`config.mk`:
```
export PLATFORM = sky130hd
export DESIGN_NAME = fifo320_wr_arb
export DESIGN_NICKNAME = d
export VERILOG_FILES = /design/src/rtl/fifo320_arb_pkg.sv /design/src/rtl/fifo320_rr_pick.sv /design/src/rtl/fifo320_wr_arb.sv
export SDC_FILE = /design/constraint.sdc
export NUM_CORES = 1
export LEC_CHECK = 0
export CORE_AREA = 3 3 406 408
export CTS_BUF_LIST = sky130_fd_sc_hd__clkbuf_8
export DETAILED_ROUTE_END_ITERATION = 10
export DIE_AREA = 0 0 409 411
export SLEW_MARGIN = 20
export SYNTH_ARGS = -nofsm -noshare
export SYNTH_HDL_FRONTEND = slang
export SYNTH_SLANG_ARGS = --single-unit
export TNS_END_PERCENT = 100
```
`constraint.sdc`:
```
create_clock -name clock -period 2.75 [get_ports clock]
set_input_delay 0.55 -clock clock [delete_from_list [all_inputs] [get_ports clock]]
set_output_delay 0.55 -clock clock [all_outputs]
set_load 0.01 [all_outputs]
```
`src/rtl/fifo320_arb_pkg.sv`:
```
// Shared types and constants for the fifo320 write-side arbiters.
package fifo320_arb_pkg;

   localparam int FIFO320_DATA_W = 320;

   typedef logic [0:0] state_t;
   localparam state_t IDLE = 1'b0;
   localparam state_t XFER = 1'b1;

   // Widest grant index any fifo320 arbiter needs (up to 8 ports).
   localparam int PID_MAX_W = 3;
   typedef logic [PID_MAX_W-1:0] pid_t;

   function automatic int pid_width(input int n);
      return (n <= 2) ? 1 : $clog2(n);
   endfunction

endpackage

```
`src/rtl/fifo320_rr_pick.sv`:
```
// Combinational round-robin picker: first requester after last_i, wrapping modulo N.
module fifo320_rr_pick #(
   parameter int N = 2,
   parameter int W = 1
) (
   input  logic [N-1:0] req_i,
   input  logic [W-1:0] last_i,
   output logic         any_o,
   output logic [W-1:0] idx_o
);

   // Scan farthest-first so the nearest requester after last_i wins.
   always_comb begin
      any_o = 1'b0;
      idx_o = '0;
      for (int i = N; i >= 1; i--) begin
         if (req_i[(int'(last_i) + i) % N]) begin
            any_o = 1'b1;
            idx_o = W'((int'(last_i) + i) % N);
         end
      end
   end

endmodule

```
`src/rtl/fifo320_wr_arb.sv`:
```
// Packet-level round-robin write arbiter sharing one fifo320 among NUM_PORTS lanes.
// Optional per-port packet counters with FIFO320_WR_ARB_STATS_EN.
module fifo320_wr_arb
   import fifo320_arb_pkg::*;
#(
   parameter int NUM_PORTS = 2,
   parameter int DATA_W    = FIFO320_DATA_W,
   parameter int PID_W     = pid_width(NUM_PORTS)
) (
   input  logic                        clock,
   input  logic                        sclr,
   input  logic [NUM_PORTS*DATA_W-1:0] in_data,
   input  logic [NUM_PORTS-1:0]        in_valid,
   input  logic [NUM_PORTS-1:0]        in_sop,
   input  logic [NUM_PORTS-1:0]        in_eop,
   output logic [NUM_PORTS-1:0]        in_ready,
   output logic [DATA_W-1:0]           fifo_data,
   output logic                        fifo_wrreq,
   input  logic                        fifo_full,
   output logic [PID_W-1:0]            grant_id,
   output logic                        busy,
   output logic [NUM_PORTS-1:0]        err_nosop,
   output logic                        err_sop,
   output logic [NUM_PORTS*32-1:0]     pkt_cnt
);

   state_t               state_q, state_d;
   logic [PID_W-1:0]     grant_q, grant_d;
   logic [PID_W-1:0]     last_q, last_d;
   logic                 first_q, first_d;
   logic [NUM_PORTS-1:0] err_nosop_q, err_nosop_d;
   logic                 err_sop_q, err_sop_d;

   logic                 pick_any;
   logic [PID_W-1:0]     pick_idx;
   logic                 g_valid, g_sop, g_eop, accept;

   fifo320_rr_pick #(.N(NUM_PORTS), .W(PID_W)) u_pick (
      .req_i  (in_valid & in_sop),
      .last_i (last_q),
      .any_o  (pick_any),
      .idx_o  (pick_idx)
   );

   assign g_valid = in_valid[grant_q];
   assign g_sop   = in_sop[grant_q];
   assign g_eop   = in_eop[grant_q];
   assign accept  = (state_q == XFER) && fifo_wrreq;

   // Non-sop beats seen while idle are acknowledged so the lane can flush them.
   always_comb begin
      in_ready   = '0;
      fifo_wrreq = 1'b0;
      fifo_data  = '0;
      if (!sclr) begin
         if (state_q == IDLE) begin
            in_ready = in_valid & ~in_sop;
         end else begin
            in_ready[grant_q] = ~fifo_full;
            fifo_wrreq        = g_valid & ~fifo_full;
            fifo_data         = in_data[int'(grant_q)*DATA_W +: DATA_W];
         end
      end
   end

   always_comb begin
      state_d     = state_q;
      grant_d     = grant_q;
      last_d      = last_q;
      first_d     = first_q;
      err_nosop_d = '0;
      err_sop_d   = 1'b0;
      if (state_q == IDLE) begin
         err_nosop_d = in_valid & ~in_sop;
         if (pick_any) begin
            state_d = XFER;
            grant_d = pick_idx;
            first_d = 1'b1;
         end
      end else if (accept) begin
         first_d   = 1'b0;
         err_sop_d = g_sop & ~first_q;
         if (g_eop) begin
            state_d = IDLE;
            last_d  = grant_q;
         end
      end
   end

   always_ff @(posedge clock) begin
      if (sclr) begin
         state_q     <= IDLE;
         grant_q     <= '0;
         last_q      <= PID_W'(NUM_PORTS - 1);
         first_q     <= 1'b0;
         err_nosop_q <= '0;
         err_sop_q   <= 1'b0;
      end else begin
         state_q     <= state_d;
         grant_q     <= grant_d;
         last_q      <= last_d;
         first_q     <= first_d;
         err_nosop_q <= err_nosop_d;
         err_sop_q   <= err_sop_d;
      end
   end

   assign grant_id  = grant_q;
   assign busy      = (state_q == XFER);
   assign err_nosop = err_nosop_q;
   assign err_sop   = err_sop_q;

`ifdef FIFO320_WR_ARB_STATS_EN
   logic [31:0] cnt_q [NUM_PORTS];

   always_ff @(posedge clock) begin
      if (sclr) begin
         for (int p = 0; p < NUM_PORTS; p++) cnt_q[p] <= '0;
      end else if (accept && g_eop) begin
         cnt_q[grant_q] <= cnt_q[grant_q] + 32'd1;
      end
   end

   for (genvar p = 0; p < NUM_PORTS; p++) begin : g_cnt
      assign pkt_cnt[p*32 +: 32] = cnt_q[p];
   end
`else
   assign pkt_cnt = '0;
`endif

endmodule

```
==> impl_metrics.yaml <==
place:
  gp_congestion: 0.987
  hpwl_mm: 103
  placed_area_mm2: 0.0191
  io_buffers: 976
detailed_routing:
  ant_nets: 0
  wl_per_cell_um: 27.2
  via_per_inst: 2.61
  drcViolationCount: 0
  drt_wl_total_mm: 109
  drt_iter0_drc: 753
  first_pass_iters: 5
  vias: 10500
clocking:
  clock_tree.root_cell: "clkbuf_8"
  clkTransAtPathRegs_ps: 40
  cts_sinks: 7
  cts_made_buffers: 3
  cts_hold_buf: 0
  clock_latency_ps: 220
  cts_tree: "done"
  htree_num_levels: 1
  clk_path_buf_depth: 2
sta:
  setup_viol: 0
  hold_viol: 0
  tightest_slew_ps: 781
  relSlewSlack_pct: 46.4
  rsz0062_at_grt: "no"
  period_share_pct: 97.7
  fin_crit_ps: 2690
  clock.fmax_mhz: 372
  maxSlewViolCount: 0
  skew_ps: 0.208
global_route:
  grt_max_degree: 37
  gr-usage-met2_pct: 20.6
  grtUsageMet1_pct: 14.3
  grt_pass1_wl_mm: 129
  grt_overflow: 0
  grt.busiest_layer: "met2"
  grt_pass1_vias: 10300
  grt_use_total_pct: 12.1
  antenna_found_initial: 93
  grtUsageMet3_pct: 5.72
logic_synthesis:
  ys_ff_latch: 7
  synth_edf_count: 0
  synthCells: 814
  ys.flop_type: "dfxtp_1"
  synth_cell_type_count: 23
  ys_seq_area_share_pct: 2.51
  ys_warn_count: 0
  async_reset_ff_share_pct: 0
  synth_area_mm2: 0.00559
  syn_avg_cell_area_um2: 6.86
  yosysTopAreaCell: "mux2i_1"
  synth_area_leaders: "mux2i_1, nor2_1, buf_4"
  synth_top_area_share_pct: 57.7
pwr:
  sw_frac_of_total_pct: 41.0
  p_seq_share_pct: 3.6
  power.leakage_uw: 0.00716
  intPower_uw: 1860
  switching_power_uw: 1290
  p_comb_share_pct: 92.1
  peakVddDrop_uv: 131
  power_density_mw_per_mm2: 162
  clkPwrFrac_pct: 4.3
setup_path:
  crit_path_start_kind: "input port"
  critPathBufInv: 4
  worstPathRequired_ps: 2200
  critPathMaxFanout: 11
  max_stage_delay_ps: 550
  crit_type: "input port to output pin"
  crit_path_cell_trace: "dlygate4sd2_1 -> nand2b_4 -> bufbuf_16 -> buf_12 -> nor2_1 -> clkdlybuf4s50_1"
  critPathTopFamily: "buffers and inverters"
  critPathCaptureType: "output pin"
  cpMaxStageDelayCell: "clkdlybuf4s50_1"
  worstPathArrival_ps: 2140
floorplanning:
  core_area_mm2: 0.162
  rows: 148
  initial_utilization_pct: 3.45
  die_w_um: 409
  dieArea_mm2: 0.168
  io_pins: 1041
  die-height_um: 411
layout:
  mostFrequentLayoutCells: "clkdlybuf4s50_1, mux2i_1, nor2_1, buf_4, buf_12"
  layout-drive-gt1-share_pct: 15.2
  nNetsFinal: 2488
  fin_util_pct: 12.0
  layout_commonest_cell: "clkdlybuf4s50_1"
  syn2layout_area_growth_pct: 247
  design_area_mm2: 0.0194
run:
  max_cap_violations: 0
status:
  status: "finished clean"
min_path:
  hp-class: "flop to flop"
sequential cells by signal (all words and copies together), names as in the netlist:
register / flops
last_q: 1
grant_id: 1
err_nosop: 2
busy: 1
err_sop: 1
first_q: 1
cell usage after synthesis, drive strengths merged, types with 2 or more instances:
cell,instances
mux2i,322
nor2,321
buf,135
dfxtp,7
inv,4
nand2,3
a21o,2
a21oi,2
clkbuf,2
nand2b,2
nor4b,2
o21ai,2
routing by layer:
layer / up-vias / part of all wire, %
li1: 4664 / -
met1: 4930 / 39
met2: 740 / 47
met3: 146 / 12
met4: 12 / 1.4
met5: - / 0.074
power groups by stage:
stage | combinational, uW | clock (uW) | sequential (uW)
2_1_floorplan | 839 | 0 | 114
3_3_place_gp | 2890 | 0 | 115
3_5_place_dp | 2890 | 0 | 115
4_1_cts | 2930 | 140 | 114
5_1_grt | 3050 | 153 | 115
6_report | 2900 | 135 | 114
kinds of logic after synthesis:
logic type             Yosys count  synth area share, %
and+or+nand+nor                332                 22.8
muxes                          322                 57.7
buffers and inverters          141                 15.6
AOI/OAI and AO/OA               11                 1.34
DFF                              7                 2.51
other                            1               0.0671
worst reg2reg max path, stage by stage (launching register included):
cell	delay (ps)
dfxtp_1	510
nand2b_4	180
buf_12	200
or3_4	390
inv_1	150
a221oi_1	90
worst paths after layout:
kind              slack [ps]  cells past startpoint    start            end
setup / recovery          60                      6     sclr  fifo_data[21]
hold / removal           440                      1  first_q        err_sop
setup reg to reg        1100                      5     busy           busy
hold reg to reg          440                      1  first_q        err_sop
through the flow:
step | setup WS (ps) | hold WS (ps) | total power (uW) | instances | setup TNS [ps]
2_1_floorplan | 893 | 400 | 953 | 877 | 0
3_3_place_gp | -139 | 432 | 3010 | 4002 | -11290
3_5_place_dp | -135 | 428 | 3010 | 4002 | -11650
4_1_cts | 0.277 | 437 | 3180 | 4011 | 0
5_1_grt | 1.01 | 443 | 3310 | 4016 | 0
6_report | 62.1 | 439 | 3150 | 4023 | 0
what timing repair did:
item / CTS / global route
resized for setup: 35 / 25
setup endpoints to repair: 188 / 42
buffers inserted: 3 / 1
hold endpoints to repair: 0 / 0
gates cloned: 2 / 1
layout make-up:
| class | instances | area (um2) |
|---|---|---|
| Clock inverter | 1 | 3.75 |
| Sequential cell | 7 | 144 |
| Fill cell | 18700 | 143000 |
| Antenna cell | 10 | 25.0 |
| Multi-Input combinational cell | 729 | 4840 |
| Clock buffer | 3 | 41.3 |
| Tap cell | 2175 | 2720 |
| Inverter | 4 | 15.0 |
| Timing Repair Buffer | 1094 | 11600 |
Note: power is estimated with default switching activity, not from simulation.
